[config.mk]
export PLATFORM = sky130hd
export DESIGN_NAME = io_access_unit
export DESIGN_NICKNAME = d
export VERILOG_FILES = /design/src/rtl/io_access_unit.sv
export SDC_FILE = /design/constraint.sdc
export NUM_CORES = 1
export LEC_CHECK = 0
export ABC_AREA = 0
export CAP_MARGIN = 40
export CORE_MARGIN = 2
export CORE_UTILIZATION = 25
export DETAILED_ROUTE_END_ITERATION = 7
export GPL_TIMING_DRIVEN = 0
export PLACE_DENSITY_LB_ADDON = 0.2
export SYNTH_ARGS = -nofsm -noshare
export SYNTH_HDL_FRONTEND = slang
export SYNTH_SLANG_ARGS = --single-unit
[constraint.sdc]
create_clock -name i_clk -period 2 [get_ports i_clk]
set_clock_uncertainty 0.1 [all_clocks]
set_input_delay 0.5 -clock i_clk [delete_from_list [all_inputs] [get_ports i_clk]]
set_output_delay 0.5 -clock i_clk [all_outputs]
set_load 0.01 [all_outputs]
[src/rtl/io_access_unit.sv]
// CPU in/out instruction to I/O bus bridge: one outstanding access, one bus
// handshake or one timeout per access, response held until the CPU takes it.
module io_access_unit #(
  parameter int TimeoutCycles = 65535
) (
  input  logic        i_clk,
  input  logic        i_rst,
  input  logic        i_req_valid,
  output logic        o_req_ready,
  input  logic        i_req_write,
  input  logic [31:0] i_req_dev_id,
  input  logic [31:0] i_req_wdata,
  output logic        o_rsp_valid,
  input  logic        i_rsp_ready,
  output logic [31:0] o_rsp_rdata,
  output logic        o_rsp_timeout,
  output logic [31:0] o_dev_id,
  output logic        o_din_valid,
  output logic [31:0] o_din_bits,
  input  logic        i_din_ready,
  output logic        o_dout_ready,
  input  logic        i_dout_valid,
  input  logic [31:0] i_dout_bits,
  output logic [1:0]  o_dbg_state
);

  // Handshakes: a transfer happens on a rising edge where valid and ready are
  // both high; a valid, once raised, holds its payload until that edge.

  localparam int CntW = (TimeoutCycles > 0) ? $clog2(TimeoutCycles + 1) : 1;
  localparam logic [CntW-1:0] CntLast = CntW'((TimeoutCycles > 0) ? TimeoutCycles - 1 : 0);
  localparam logic [CntW-1:0] CntMax  = '1;

  typedef enum logic [1:0] {
    ST_IDLE   = 2'd0,
    ST_ACCESS = 2'd1,
    ST_RESP   = 2'd2
  } state_t;

  state_t          r_state;
  logic            r_write;
  logic [CntW-1:0] r_cnt;
  logic            r_req_ready;
  logic            r_rsp_valid;
  logic [31:0]     r_rsp_rdata;
  logic            r_rsp_timeout;
  logic [31:0]     r_dev_id;
  logic            r_din_valid;
  logic [31:0]     r_din_bits;
  logic            r_dout_ready;

  logic w_handshake;
  logic w_expire;

  assign w_handshake = r_write ? i_din_ready : i_dout_valid;
  assign w_expire    = (TimeoutCycles != 0) && (r_cnt == CntLast);

  // All bus-side outputs are registers, so the bus never sees a path from its
  // own ready/valid back into dev_id or the channel strobes.
  always_ff @(posedge i_clk) begin
    if (i_rst) begin
      r_state       <= ST_IDLE;
      r_write       <= 1'b0;
      r_cnt         <= '0;
      r_req_ready   <= 1'b1;
      r_rsp_valid   <= 1'b0;
      r_rsp_rdata   <= '0;
      r_rsp_timeout <= 1'b0;
      r_dev_id      <= '0;
      r_din_valid   <= 1'b0;
      r_din_bits    <= '0;
      r_dout_ready  <= 1'b0;
    end else begin
      case (r_state)
        ST_IDLE: begin
          if (i_req_valid) begin
            r_state      <= ST_ACCESS;
            r_write      <= i_req_write;
            r_cnt        <= '0;
            r_req_ready  <= 1'b0;
            r_dev_id     <= i_req_dev_id;
            r_din_valid  <= i_req_write;
            r_din_bits   <= i_req_write ? i_req_wdata : 32'd0;
            r_dout_ready <= ~i_req_write;
          end
        end
        ST_ACCESS: begin
          if (w_handshake || w_expire) begin
            // A handshake on the expiry cycle still wins over the timeout.
            r_state       <= ST_RESP;
            r_rsp_valid   <= 1'b1;
            r_rsp_timeout <= ~w_handshake;
            r_rsp_rdata   <= (w_handshake && !r_write) ? i_dout_bits : 32'd0;
            r_din_valid   <= 1'b0;
            r_din_bits    <= '0;
            r_dout_ready  <= 1'b0;
          end else if (r_cnt != CntMax) begin
            r_cnt <= r_cnt + CntW'(1);
          end
        end
        ST_RESP: begin
          if (i_rsp_ready) begin
            r_state       <= ST_IDLE;
            r_req_ready   <= 1'b1;
            r_rsp_valid   <= 1'b0;
            r_rsp_rdata   <= '0;
            r_rsp_timeout <= 1'b0;
            r_dev_id      <= '0;
          end
        end
        default: r_state <= ST_IDLE;
      endcase
    end
  end

  assign o_req_ready   = r_req_ready;
  assign o_rsp_valid   = r_rsp_valid;
  assign o_rsp_rdata   = r_rsp_rdata;
  assign o_rsp_timeout = r_rsp_timeout;
  assign o_dev_id      = r_dev_id;
  assign o_din_valid   = r_din_valid;
  assign o_din_bits    = r_din_bits;
  assign o_dout_ready  = r_dout_ready;
  assign o_dbg_state   = r_state;

endmodule

==> results of run 1 <==
[layer usage]
layer | up-vias | share of wire [%] | track usage, %
li1 | 2440 | - | -
met1 | 2250 | 45 | 20.3
met2 | 176 | 45 | 23.4
met3 | 9 | 9.0 | 5.54
met4 | 0 | 0.71 | 5.16
met5 | - | 0 | 0
[per-stage QoR]
stage          worst slack (ns)  hold slack (ns)  power, mW  setup TNS [ns]
6_report                 0.0708            0.344       6.61               0
5_1_grt                 -0.0572            0.366       6.92          -0.666
4_1_cts                 0.00799            0.343       6.70               0
3_5_place_dp             -0.895            0.335       3.56          -76.28
3_3_place_gp             -0.876            0.333       3.56          -75.71
2_1_floorplan            0.0334            0.350       3.01               0
[state kept, by name, summed over array words and instances (netlist names)]
name	cells
r_write	1
r_cnt	16
o_din_bits	32
o_dev_id	32
o_dbg_state	2
o_din_valid	1
o_rsp_rdata	32
o_req_ready	1
o_rsp_valid	1
o_dout_ready	1
o_rsp_timeout	1
[synthesized netlist by cell type, types with 5 or more instances]
cell type	count	area, um2
a21oi_1	46	230
a22oi_1	33	248
a31oi_1	6	37.5
buf_2	5	25.0
clkbuf_1	37	139
dfxtp_1	120	2400
mux2i_1	5	50.1
nand2_1	82	308
nand3_1	48	240
nand4_1	36	225
nor2_1	45	169
o21ai_0	37	185
[area by class of cell]
cell class / instances / area, um2
Fill cell: 1826 / 10600
Sequential cell: 120 / 2430
Multi-Input combinational cell: 383 / 2200
Timing Repair Buffer: 217 / 2160
Clock buffer: 21 / 460
Tap cell: 234 / 293
Buffer: 45 / 230
Clock inverter: 8 / 124
Inverter: 4 / 15.0
[cell families (layout without fill, tap and decap cells)]
kind of cell / after synthesis / after routing
XOR/XNOR: 1 / 1
AND/OR/NAND/NOR: 239 / 239
flip-flops: 120 / 120
buffers and inverters: 52 / 295
adder cells (fa/ha/maj): 2 / 2
multiplexers: 5 / 5
AO/OA/AOI/OAI: 136 / 136
[critical path, stage by stage, from the launching register on]
cell and delay (ns):
dfxtp_4 0.38, inv_2 0.06, ha_4 0.17, or2_4 0.28, a21o_1 0.17, buf_6 0.14
or4_1 0.50, nand3_1 0.08
[repair_timing]
action / CTS / global route
buffers inserted: 3 / 9
endpoints found under the setup margin: 113 / 104
pin swaps: 2 / 7
gates resized for setup: 34 / 45
[power groups by stage]
stage	registers (mW)	clock network, mW	logic (mW)
after global placement	2.61	0	0.951
after floorplan	2.66	0	0.348
after CTS	2.56	3.16	0.968
after global routing	2.58	3.27	1.07
after detailed placement	2.61	0	0.947
final	2.56	3.07	0.978
[path summary, 6_finish.rpt]
path / start / endpoint / cells after the start
setup reg to reg: r_cnt[0] / r_cnt[13] / 7
hold / removal: o_req_ready / o_req_ready / 2
hold reg to reg: o_req_ready / o_req_ready / 2
setup / recovery: r_cnt[0] / r_cnt[13] / 7
==> impl_results.html, run 1 <==
<table>
<tr><th>Metric</th><th>Value</th></tr>
<tr><th colspan="2">Outcome</th></tr>
<tr><td>Result of the run</td><td>finished clean</td></tr>
<tr><th colspan="2">Cells and area</th></tr>
<tr><td>Commonest non-fill, non-tap cell in the layout</td><td>clkdlybuf4s50_1</td></tr>
<tr><td># nets final</td><td>893</td></tr>
<tr><td>Fraction of layout instances using a drive strength above 1</td><td>12.5%</td></tr>
<tr><td>Area Growth Syn to Fin</td><td>68.8%</td></tr>
<tr><td>Antenna cell count</td><td>0</td></tr>
<tr><td>Core Util, Final</td><td>42.7%</td></tr>
<tr><td>Commonest cells after routing, fill and taps aside</td><td>clkdlybuf4s50_1 (201), dfxtp_1 (107), nand2_1 (81), nand3_1 (45)</td></tr>
<tr><td>Design area</td><td>7910 um2</td></tr>
<tr><td>Final cell count without fillers</td><td>1032</td></tr>
<tr><th colspan="2">Placement</th></tr>
<tr><td>Final Wtd Congestion</td><td>0.795</td></tr>
<tr><td>Final HPWL from detailed placement</td><td>11000 um</td></tr>
<tr><td>Instance area at placement</td><td>7020 um2</td></tr>
<tr><td>Dpl cells</td><td>994</td></tr>
<tr><td>Input/output buffers</td><td>204</td></tr>
<tr><th colspan="2">Synthesis</th></tr>
<tr><td>Share of synthesized flip-flops with an asynchronous set or reset</td><td>0%</td></tr>
<tr><td>Main combinational cell family by area after synthesis</td><td>simple AND/OR/NAND/NOR gates</td></tr>
<tr><td>Syn. warnings</td><td>0</td></tr>
<tr><td>Number of storage elements in the synthesis netlist</td><td>120</td></tr>
<tr><td>Parity-gate share of the synthesized area counting xor and xnor cells</td><td>0.187%</td></tr>
<tr><td>Post-synthesis compound-gate area fraction</td><td>17.9%</td></tr>
<tr><td>Syn_area_per_cell</td><td>8.44 um2</td></tr>
<tr><td>Number of cells produced by synthesis</td><td>555</td></tr>
<tr><td>Area share of and/or/nand/nor cells after synthesis</td><td>24.5%</td></tr>
<tr><td>Post-Syn Area</td><td>4680 um2</td></tr>
<tr><td>Portion of the post-synthesis area used by sequential elements</td><td>51.3%</td></tr>
<tr><td>Flip-flop cell with the highest count after synthesis</td><td>dfxtp_1</td></tr>
<tr><td>Multiplexer share of the synthesized area</td><td>1.07%</td></tr>
<tr><td>Number of enable-type register cells in the synthesized netlist</td><td>0</td></tr>
<tr><td>Mapped Nets</td><td>660</td></tr>
<tr><td>Count of unique library cells instantiated by Yosys</td><td>44</td></tr>
<tr><td>Post-Synth Adder-Cell Area</td><td>0.534%</td></tr>
<tr><th colspan="2">Detailed routing</th></tr>
<tr><td>Routed WL</td><td>15600 um</td></tr>
<tr><td>Number of design rule violations left after detail routing</td><td>0</td></tr>
<tr><td>Iteration-0 DRC Markers</td><td>222</td></tr>
<tr><td>Antenna violation net count after detailed routing</td><td>0</td></tr>
<tr><td>Per-cell routed wire length</td><td>15.1 um</td></tr>
<tr><td>DRT Pass-1 Iters</td><td>5</td></tr>
<tr><td>Vias/cell</td><td>4.72</td></tr>
<tr><td>Overall via count from detail_route</td><td>4875</td></tr>
<tr><th colspan="2">Die</th></tr>
<tr><td>Total Die Area</td><td>19800 um2</td></tr>
<tr><td>Core area</td><td>18500 um2</td></tr>
<tr><td>Number of rows in the core area</td><td>50</td></tr>
<tr><td>I/O pin count</td><td>206</td></tr>
<tr><td>Die height</td><td>141 um</td></tr>
<tr><td>Die Wd</td><td>141 um</td></tr>
<tr><td>Initial Util</td><td>25.3%</td></tr>
<tr><th colspan="2">Pwr</th></tr>
<tr><td>Clock share of power</td><td>46.4%</td></tr>
<tr><td>Internal cell power</td><td>5.01 mW</td></tr>
<tr><td>Net switching fraction of the power</td><td>24.3%</td></tr>
<tr><td>Peak supply drop</td><td>0.000603 V</td></tr>
<tr><td>Fraction of power consumed by combinational cells</td><td>14.8%</td></tr>
<tr><td>Sw Pwr</td><td>1.61 mW</td></tr>
<tr><td>Ratio of total power to cell area</td><td>836 nW/um2</td></tr>
<tr><td>Sequential power share</td><td>38.8%</td></tr>
<tr><td>Leakage power summed over all cells</td><td>2.80 nW</td></tr>
<tr><th colspan="2">CTS</th></tr>
<tr><td>CTS Root Buffer Type</td><td>clkbuf_16</td></tr>
<tr><td>Number of buffers created by CTS</td><td>17</td></tr>
<tr><td>Hold buffers post-CTS</td><td>0</td></tr>
<tr><td>Clock Sink Count</td><td>120</td></tr>
<tr><td>Clock slew at reported path FFs</td><td>0.05 ns</td></tr>
<tr><td>CTS Buffer Depth</td><td>2</td></tr>
<tr><td>CTS tree</td><td>built</td></tr>
<tr><td>Clk_lat worst skew</td><td>0.41 ns</td></tr>
<tr><td>Htree depth</td><td>4</td></tr>
<tr><th colspan="2">Setup path</th></tr>
<tr><td>Peak fanout along the critical path</td><td>9</td></tr>
<tr><td>Register-to-register setup slack</td><td>0.07 ns</td></tr>
<tr><td>Data required time at the worst endpoint</td><td>2.24 ns</td></tr>
<tr><td>CP Launch Type</td><td>flip-flop</td></tr>
<tr><td>Data arrival time at the worst-slack endpoint</td><td>2.17 ns</td></tr>
<tr><td>Startpoint-to-endpoint class of the critical path</td><td>flip-flop to flip-flop</td></tr>
<tr><td>Critical Path Sink Type</td><td>flip-flop</td></tr>
<tr><th colspan="2">Global routing</th></tr>
<tr><td>Total GRT Usage</td><td>15.4%</td></tr>
<tr><td>GRT overflow</td><td>0</td></tr>
<tr><td>Global-route wire length before repair</td><td>24600 um</td></tr>
<tr><td>Number of antenna violations at the first check in global routing</td><td>0</td></tr>
<tr><td>Via count of the first global-routing pass</td><td>4655</td></tr>
<tr><td>Maximum number of pins on one net before global-route repair</td><td>17</td></tr>
<tr><th colspan="2">Timing</th></tr>
<tr><td>Slew at the pin closest to its max-slew limit</td><td>0.553 ns</td></tr>
<tr><td>Final Hold Viols</td><td>0</td></tr>
<tr><td>Maximum frequency from static timing analysis</td><td>0.518 GHz</td></tr>
<tr><td>Clock period minus final worst setup slack</td><td>1.93 ns</td></tr>
<tr><td>Period utilization</td><td>96.5%</td></tr>
<tr><td>Total of endpoints with negative setup slack in the final report</td><td>0</td></tr>
<tr><td>Max-slew violation count</td><td>0</td></tr>
<tr><td>Headroom to the max-slew limit</td><td>63.1%</td></tr>
<tr><th colspan="2">Min path</th></tr>
<tr><td>Min-delay worst type</td><td>flip-flop to flip-flop</td></tr>
<tr><th colspan="2">Job</th></tr>
<tr><td>MaxCap Viol Count</td><td>0</td></tr>
</table>
(Power assumes the default switching activity.)
==> inputs of run 2 (changes only) <==
- SETUP_SLACK_MARGIN: default -> 0.3
==> impl_results.html, run 2 (synthesized netlist as in run 1, its figures left out) <==
<table>
<tr><th>Metric</th><th>Value</th></tr>
<tr><th colspan="2">Detailed routing</th></tr>
<tr><td>Per-cell routed wire length</td><td>15.8 um (was 15.1 um)</td></tr>
<tr><td>Routed WL</td><td>16900 um (was 15600 um)</td></tr>
<tr><td>Iteration-0 DRC Markers</td><td>208 (was 222)</td></tr>
<tr><td>DRT Pass-1 Iters</td><td>5 (unchanged)</td></tr>
<tr><td>Number of design rule violations left after detail routing</td><td>0 (unchanged)</td></tr>
<tr><td>Antenna violation net count after detailed routing</td><td>0 (unchanged)</td></tr>
<tr><td>Vias/cell</td><td>4.91 (was 4.72)</td></tr>
<tr><td>Overall via count from detail_route</td><td>5249 (was 4875)</td></tr>
<tr><th colspan="2">CTS</th></tr>
<tr><td>Htree depth</td><td>4 (unchanged)</td></tr>
<tr><td>Clock Sink Count</td><td>120 (unchanged)</td></tr>
<tr><td>Number of buffers created by CTS</td><td>17 (unchanged)</td></tr>
<tr><td>Clk_lat worst skew</td><td>0.42 ns (was 0.41 ns)</td></tr>
<tr><td>CTS tree</td><td>built (unchanged)</td></tr>
<tr><td>Clock slew at reported path FFs</td><td>0.06 ns (was 0.05 ns)</td></tr>
<tr><td>CTS Buffer Depth</td><td>2 (unchanged)</td></tr>
<tr><td>CTS Root Buffer Type</td><td>clkbuf_16 (unchanged)</td></tr>
<tr><th colspan="2">Setup path</th></tr>
<tr><td>Slowest stage cell, crit path</td><td>or4_4 (was or4_1)</td></tr>
<tr><td>Startpoint-to-endpoint class of the critical path</td><td>flip-flop to flip-flop (unchanged)</td></tr>
<tr><td>Slowest cell delay on critical path</td><td>0.40 ns (was 0.50 ns)</td></tr>
<tr><td>CP Launch Type</td><td>flip-flop (unchanged)</td></tr>
<tr><td>Data required time at the worst endpoint</td><td>2.24 ns (about the same)</td></tr>
<tr><td>Peak fanout along the critical path</td><td>6 (was 9)</td></tr>
<tr><td>List of cells traversed by the critical path</td><td>inv_4, ha_4, or2_4, a21o_1, buf_6, buf_12, or4_4, o21ai_1 (was inv_2, ha_4, or2_4, a21o_1, buf_6, or4_1, nand3_1)</td></tr>
<tr><td>Data arrival time at the worst-slack endpoint</td><td>2.18 ns (was 2.17 ns)</td></tr>
<tr><td>Critical Path Sink Type</td><td>flip-flop (unchanged)</td></tr>
<tr><th colspan="2">Timing</th></tr>
<tr><td>Headroom to the max-slew limit</td><td>68.0% (was 63.1%)</td></tr>
<tr><td>Fin Setup TNS</td><td>0 ns (unchanged)</td></tr>
<tr><td>Maximum frequency from static timing analysis</td><td>0.516 GHz (was 0.518 GHz)</td></tr>
<tr><td>Final Hold Viols</td><td>0 (unchanged)</td></tr>
<tr><td>Slew at the pin closest to its max-slew limit</td><td>0.480 ns (was 0.553 ns)</td></tr>
<tr><td>Period utilization</td><td>96.9% (was 96.5%)</td></tr>
<tr><td>Clock period minus final worst setup slack</td><td>1.94 ns (was 1.93 ns)</td></tr>
<tr><td>Total of endpoints with negative setup slack in the final report</td><td>0 (unchanged)</td></tr>
<tr><td>Unrepaired setup endpoints after global routing</td><td>yes</td></tr>
<tr><td>Max-slew violation count</td><td>0 (unchanged)</td></tr>
<tr><th colspan="2">Cells and area</th></tr>
<tr><td>Antenna cell count</td><td>0 (unchanged)</td></tr>
<tr><td>Fraction of layout instances using a drive strength above 1</td><td>28.1% (was 12.5%)</td></tr>
<tr><td>Area Growth Syn to Fin</td><td>85.7% (was 68.8%)</td></tr>
<tr><td># nets final</td><td>927 (was 893)</td></tr>
<tr><td>Commonest cells after routing, fill and taps aside</td><td>dfxtp_1 (102), dlygate4sd2_1 (99), clkdlybuf4s50_1 (97), nand2_1 (79), nand3_1 (42) (was clkdlybuf4s50_1 (201), dfxtp_1 (107), nand2_1 (81), nand3_1 (45))</td></tr>
<tr><td>Design area</td><td>8700 um2 (was 7910 um2)</td></tr>
<tr><td>Commonest non-fill, non-tap cell in the layout</td><td>dfxtp_1 (was clkdlybuf4s50_1)</td></tr>
<tr><td>Final cell count without fillers</td><td>1068 (was 1032)</td></tr>
<tr><th colspan="2">Global routing</th></tr>
<tr><td>Via count of the first global-routing pass</td><td>5371 (was 4655)</td></tr>
<tr><td>GRT overflow</td><td>0 (unchanged)</td></tr>
<tr><td>Number of antenna violations at the first check in global routing</td><td>0 (unchanged)</td></tr>
<tr><td>Maximum number of pins on one net before global-route repair</td><td>17 (unchanged)</td></tr>
<tr><td>Global-route wire length before repair</td><td>27000 um (was 24600 um)</td></tr>
<tr><td>Total GRT Usage</td><td>16.8% (was 15.4%)</td></tr>
<tr><th colspan="2">Placement</th></tr>
<tr><td>Input/output buffers</td><td>204 (unchanged)</td></tr>
<tr><td>Final Wtd Congestion</td><td>0.804 (was 0.795)</td></tr>
<tr><td>Dpl cells</td><td>993 (was 994)</td></tr>
<tr><td>Final HPWL from detailed placement</td><td>11500 um (was 11000 um)</td></tr>
<tr><td>Instance area at placement</td><td>7140 um2 (was 7020 um2)</td></tr>
<tr><th colspan="2">Die</th></tr>
<tr><td>I/O pin count</td><td>206 (unchanged)</td></tr>
<tr><td>Number of rows in the core area</td><td>50 (unchanged)</td></tr>
<tr><td>Die height</td><td>141 um (unchanged)</td></tr>
<tr><td>Die Wd</td><td>141 um (unchanged)</td></tr>
<tr><td>Total Die Area</td><td>19800 um2 (unchanged)</td></tr>
<tr><td>Core area</td><td>18500 um2 (unchanged)</td></tr>
<tr><td>Initial Util</td><td>25.3% (unchanged)</td></tr>
<tr><th colspan="2">Pwr</th></tr>
<tr><td>Power after layout</td><td>6.97 mW (was 6.61 mW)</td></tr>
<tr><td>Ratio of total power to cell area</td><td>801 nW/um2 (was 836 nW/um2)</td></tr>
<tr><td>Peak supply drop</td><td>0.000552 V (was 0.000603 V)</td></tr>
<tr><td>Leakage power summed over all cells</td><td>3.61 nW (was 2.80 nW)</td></tr>
<tr><th colspan="2">Job</th></tr>
<tr><td>MaxCap Viol Count</td><td>0 (unchanged)</td></tr>
<tr><th colspan="2">Outcome</th></tr>
<tr><td>Result of the run</td><td>finished clean (unchanged)</td></tr>
<tr><th colspan="2">Min path</th></tr>
<tr><td>Min-delay worst type</td><td>flip-flop to flip-flop (unchanged)</td></tr>
</table>
[run 2: cell types whose count changed in the layout (fill, tap and decap cells not counted), sizes merged]
cell,previous run,this run
dlygate4sd2,1,99
buf,24,55
bufinv,3,4
clkdlybuf4s15,0,8
clkinv,3,6
clkdlybuf4s50,201,97
dlymetal6s2s,2,0
clkinvlp,2,1
inv,4,6
[run 2: area by class of cell]
type	instances	area (um2)
buffer	48	363
inverter	4	17.5
multi-input combinational	383	2570
fill	1770	9820
clock inverter	13	196
sequential	120	2450
timing repair buffer	248	2370
tap	234	293
clock buffer	18	439
[run 2: stage by stage]
stage | util [%] | hold slack, ns | setup slack (ns)
5_1_grt | 47.0 | 0.368 | -0.00607
3_5_place_dp | 38.6 | 0.346 | -0.874
4_1_cts | 45.5 | 0.350 | 0.120
6_report | 47.0 | 0.349 | 0.0622
3_3_place_gp | 38.6 | 0.339 | -0.805
2_1_floorplan | - | 0.359 | 0.200
[run 2: metal layers]
metal	up-vias	wire (um)	part of all wire, %	GRT usage [%]
met3	14	1440	8.5	6.83
met5	-	0	0	0
met2	212	8160	48	27.5
met4	0	159	0.94	4.84
li1	2515	-	-	-
met1	2508	7170	42	20.2
[run 2: path summary, 6_finish.rpt]
kind                  start        endpoint  slack, ns  cells past startpoint
max                r_cnt[0]        r_cnt[4]       0.06                      8
min          o_din_bits[30]  o_din_bits[30]       0.35                      2
max reg2reg        r_cnt[0]        r_cnt[4]       0.06                      8
min reg2reg  o_din_bits[30]  o_din_bits[30]       0.35                      2
[run 2: what timing repair did]
item | 4_1_cts | 5_1_grt
endpoints found under the setup margin | 223 | 123
buffers inserted | 31 | 6
resized for setup | 259 | 63
gates cloned | 6 | 1
hold buffers | 0 | 0
pin swaps | 30 | 15
[run 2: power breakdown]
part | internal, mW | total [mW] | switching (mW) | leakage [nW]
logic | 0.566 | 1.11 | 0.549 | 2.31
registers | 2.49 | 2.56 | 0.0673 | 0.989
clock network | 2.13 | 3.29 | 1.16 | 0.308
total | 5.19 | 6.97 | 1.78 | 3.61
[run 2: critical path: cells and delay by family (launching register included)]
kind | cells | cell delay, ns
flip-flops | 1 | 0.39
AO/OA/AOI/OAI | 2 | 0.27
adder cells (fa/ha/maj) | 1 | 0.15
buffers and inverters | 3 | 0.32
AND/OR/NAND/NOR | 2 | 0.63
==> inputs of run 3 (changes only) <==
- DONT_BUFFER_PORTS: default -> 1
==> impl_results.html, run 3 (synthesized netlist as in run 1, its figures left out) <==
<table>
<tr><th>Metric</th><th>Value</th></tr>
<tr><th colspan="2">Outcome</th></tr>
<tr><td>Result of the run</td><td>finished clean (unchanged)</td></tr>
<tr><th colspan="2">Cells and area</th></tr>
<tr><td>Antenna cell count</td><td>0 (unchanged)</td></tr>
<tr><td>Fraction of layout instances using a drive strength above 1</td><td>35.2% (was 28.1%)</td></tr>
<tr><td>Area Growth Syn to Fin</td><td>43.3% (was 85.7%)</td></tr>
<tr><td>Commonest cells after routing, fill and taps aside</td><td>dfxtp_1 (102), nand2_1 (79), nor2_1 (43), nand3_1 (40), a21oi_2 (39) (was dfxtp_1 (102), dlygate4sd2_1 (99), clkdlybuf4s50_1 (97), nand2_1 (79), nand3_1 (42))</td></tr>
<tr><td>Total of fill cells in the finished design</td><td>1893 (was 1770)</td></tr>
<tr><td># nets final</td><td>726 (was 927)</td></tr>
<tr><td>Commonest non-fill, non-tap cell in the layout</td><td>dfxtp_1 (unchanged)</td></tr>
<tr><td>Design area</td><td>6720 um2 (was 8700 um2)</td></tr>
<tr><td>Final cell count without fillers</td><td>868 (was 1068)</td></tr>
<tr><td>Core Util, Final</td><td>36.3% (was 47.0%)</td></tr>
<tr><th colspan="2">Placement</th></tr>
<tr><td>Instance area at placement</td><td>5100 um2 (was 7140 um2)</td></tr>
<tr><td>Dpl cells</td><td>789 (was 993)</td></tr>
<tr><td>Final HPWL from detailed placement</td><td>10300 um (was 11500 um)</td></tr>
<tr><td>Setup slack after placement</td><td>-0.468 ns (was -0.874 ns)</td></tr>
<tr><td>Input/output buffers</td><td>0 (was 204)</td></tr>
<tr><td>Final Wtd Congestion</td><td>0.814 (was 0.804)</td></tr>
<tr><th colspan="2">CTS</th></tr>
<tr><td>CTS Buffer Depth</td><td>2 (unchanged)</td></tr>
<tr><td>Number of buffers created by CTS</td><td>17 (unchanged)</td></tr>
<tr><td>CTS tree</td><td>built (unchanged)</td></tr>
<tr><td>CTS Root Buffer Type</td><td>clkbuf_16 (unchanged)</td></tr>
<tr><td>Clock Sink Count</td><td>120 (unchanged)</td></tr>
<tr><td>Clock slew at reported path FFs</td><td>0.06 ns (about the same)</td></tr>
<tr><td>Clk_lat worst skew</td><td>0.41 ns (was 0.42 ns)</td></tr>
<tr><td>Htree depth</td><td>4 (unchanged)</td></tr>
<tr><th colspan="2">Global routing</th></tr>
<tr><td>Maximum number of pins on one net before global-route repair</td><td>17 (unchanged)</td></tr>
<tr><td>Number of antenna violations at the first check in global routing</td><td>0 (unchanged)</td></tr>
<tr><td>Total GRT Usage</td><td>14.9% (was 16.8%)</td></tr>
<tr><td>Global-route wire length before repair</td><td>23700 um (was 27000 um)</td></tr>
<tr><td>Via count of the first global-routing pass</td><td>4599 (was 5371)</td></tr>
<tr><td>GRT overflow</td><td>0 (unchanged)</td></tr>
<tr><th colspan="2">Pwr</th></tr>
<tr><td>Sequential power share</td><td>40.3% (was 36.7%)</td></tr>
<tr><td>Internal cell power</td><td>4.77 mW (was 5.19 mW)</td></tr>
<tr><td>Net switching fraction of the power</td><td>27.0% (was 25.5%)</td></tr>
<tr><td>Sw Pwr</td><td>1.77 mW (was 1.78 mW)</td></tr>
<tr><td>Power after layout</td><td>6.54 mW (was 6.97 mW)</td></tr>
<tr><td>Leakage power summed over all cells</td><td>2.39 nW (was 3.61 nW)</td></tr>
<tr><td>Peak supply drop</td><td>0.000502 V (was 0.000552 V)</td></tr>
<tr><td>Clock share of power</td><td>49.0% (was 47.3%)</td></tr>
<tr><td>Ratio of total power to cell area</td><td>973 nW/um2 (was 801 nW/um2)</td></tr>
<tr><td>Fraction of power consumed by combinational cells</td><td>10.7% (was 16.0%)</td></tr>
<tr><th colspan="2">Detailed routing</th></tr>
<tr><td>Total met2 wirelength after detailed routing</td><td>7130 um (was 8160 um)</td></tr>
<tr><td>Overall via count from detail_route</td><td>4456 (was 5249)</td></tr>
<tr><td>Antenna violation net count after detailed routing</td><td>0 (unchanged)</td></tr>
<tr><td>Number of design rule violations left after detail routing</td><td>0 (unchanged)</td></tr>
<tr><td>Iteration-0 DRC Markers</td><td>147 (was 208)</td></tr>
<tr><td>Wire length on met3</td><td>1390 um (was 1440 um)</td></tr>
<tr><td>Post-Route M1 WL</td><td>6210 um (was 7170 um)</td></tr>
<tr><td>Per-cell routed wire length</td><td>17.2 um (was 15.8 um)</td></tr>
<tr><td>DRT Pass-1 Iters</td><td>5 (unchanged)</td></tr>
<tr><td>Routed WL</td><td>14900 um (was 16900 um)</td></tr>
<tr><td>Vias/cell</td><td>5.13 (was 4.91)</td></tr>
<tr><td>Top routing layer in use</td><td>met4 (unchanged)</td></tr>
<tr><th colspan="2">Timing</th></tr>
<tr><td>Max-slew violation count</td><td>0 (unchanged)</td></tr>
<tr><td>Maximum frequency from static timing analysis</td><td>0.518 GHz (was 0.516 GHz)</td></tr>
<tr><td>Fin Setup TNS</td><td>0 ns (unchanged)</td></tr>
<tr><td>Final Hold Viols</td><td>0 (unchanged)</td></tr>
<tr><td>Headroom to the max-slew limit</td><td>55.2% (was 68.0%)</td></tr>
<tr><td>Total of endpoints with negative setup slack in the final report</td><td>0 (unchanged)</td></tr>
<tr><td>Unrepaired setup endpoints after global routing</td><td>yes (unchanged)</td></tr>
<tr><td>Clock period minus final worst setup slack</td><td>1.93 ns (was 1.94 ns)</td></tr>
<tr><td>Slew at the pin closest to its max-slew limit</td><td>0.672 ns (was 0.480 ns)</td></tr>
<tr><td>Final worst hold slack</td><td>0.133 ns (was 0.349 ns)</td></tr>
<tr><td>Final WS setup</td><td>0.0707 ns (was 0.0622 ns)</td></tr>
<tr><td>Period utilization</td><td>96.5% (was 96.9%)</td></tr>
<tr><th colspan="2">Die</th></tr>
<tr><td>Initial Util</td><td>25.3% (unchanged)</td></tr>
<tr><td>I/O pin count</td><td>206 (unchanged)</td></tr>
<tr><td>Total Die Area</td><td>19800 um2 (unchanged)</td></tr>
<tr><td>Core area</td><td>18500 um2 (unchanged)</td></tr>
<tr><td>Die Wd</td><td>141 um (unchanged)</td></tr>
<tr><td>Number of rows in the core area</td><td>50 (unchanged)</td></tr>
<tr><td>Die height</td><td>141 um (unchanged)</td></tr>
<tr><th colspan="2">Min path</th></tr>
<tr><td>HP Start</td><td>i_dout_bits[30] (was o_din_bits[30])</td></tr>
<tr><td>Min-delay worst type</td><td>input pin to flip-flop (was flip-flop to flip-flop)</td></tr>
<tr><th colspan="2">Setup path</th></tr>
<tr><td>Critical Path Sink Type</td><td>flip-flop (unchanged)</td></tr>
<tr><td>Crit. Startpoint</td><td>r_cnt[14] (was r_cnt[0])</td></tr>
<tr><td>Startpoint-to-endpoint class of the critical path</td><td>flip-flop to flip-flop (unchanged)</td></tr>
<tr><td>Data arrival time at the worst-slack endpoint</td><td>2.13 ns (was 2.18 ns)</td></tr>
<tr><td>Data required time at the worst endpoint</td><td>2.20 ns (was 2.24 ns)</td></tr>
<tr><td>CP Launch Type</td><td>flip-flop (unchanged)</td></tr>
<tr><td>Peak fanout along the critical path</td><td>6 (unchanged)</td></tr>
<tr><td>Startpoint of the most critical register-to-register path</td><td>r_cnt[14] (was r_cnt[0])</td></tr>
<tr><th colspan="2">Job</th></tr>
<tr><td>MaxCap Viol Count</td><td>0 (unchanged)</td></tr>
</table>
-- run 3: cell types whose count changed in the layout (fill, tap and decap cells not counted), sizes merged --
cell / before / now
dlygate4sd2: 99 / 0
clkdlybuf4s50: 97 / 0
buf: 55 / 64
clkdlybuf4s15: 8 / 0
clkbuf: 55 / 48
inv: 6 / 10
clkinv: 6 / 3
clkinvlp: 1 / 3
bufinv: 4 / 3
-- run 3: routing by layer --
| layer | vias up | global-route usage [%] |
|---|---|---|
| li1 | 2116 | - |
| met1 | 2146 | 17.6 |
| met2 | 180 | 24.0 |
| met3 | 14 | 6.73 |
| met4 | 0 | 5.11 |
| met5 | - | 0 |
-- run 3: area by class of cell --
| type | instances | area, um2 | area share, % |
|---|---|---|---|
| clock inverter | 15 | 190 | 2.83 |
| timing repair buffer | 47 | 502 | 7.47 |
| buffer | 48 | 309 | 4.60 |
| tap | 234 | 293 | 4.36 |
| inverter | 4 | 17.5 | 0.261 |
| sequential | 120 | 2450 | 36.5 |
| clock buffer | 17 | 425 | 6.34 |
| multi-input combinational | 383 | 2530 | 37.7 |
-- run 3: timing repair --
action,4_1_cts,5_1_grt
setup endpoints to repair,120,117
cloned,7,0
hold buffers,0,0
gates resized for setup,126,61
pin swaps,28,18
buffers inserted,33,7
-- run 3: final timing paths --
kind | end | slack [ns] | depth (start not counted)
worst max register to register | r_cnt[12] | 0.07 | 9
worst min-delay path | o_rsp_rdata[30] | 0.13 | 2
worst max-delay path | r_cnt[12] | 0.07 | 9
worst min register to register | r_cnt[11] | 0.38 | 2
-- run 3: critical path: stages (launching register included) --
cell	delay (ns)
dfxtp_2	0.32
nand4_1	0.15
nor4_4	0.39
buf_4	0.17
a21o_1	0.11
buf_6	0.14
buf_12	0.11
buf_8	0.11
nand3_1	0.08
o311ai_1	0.11
-- run 3: power groups by stage --
stage / clock network (mW) / logic (mW) / registers [mW]
final: 3.20 / 0.702 / 2.63
after global routing: 3.39 / 0.771 / 2.64
after CTS: 3.28 / 0.657 / 2.63
after detailed placement: 0 / 0.493 / 2.69
after global placement: 0 / 0.475 / 2.69
after floorplan: 0 / 0.367 / 2.66
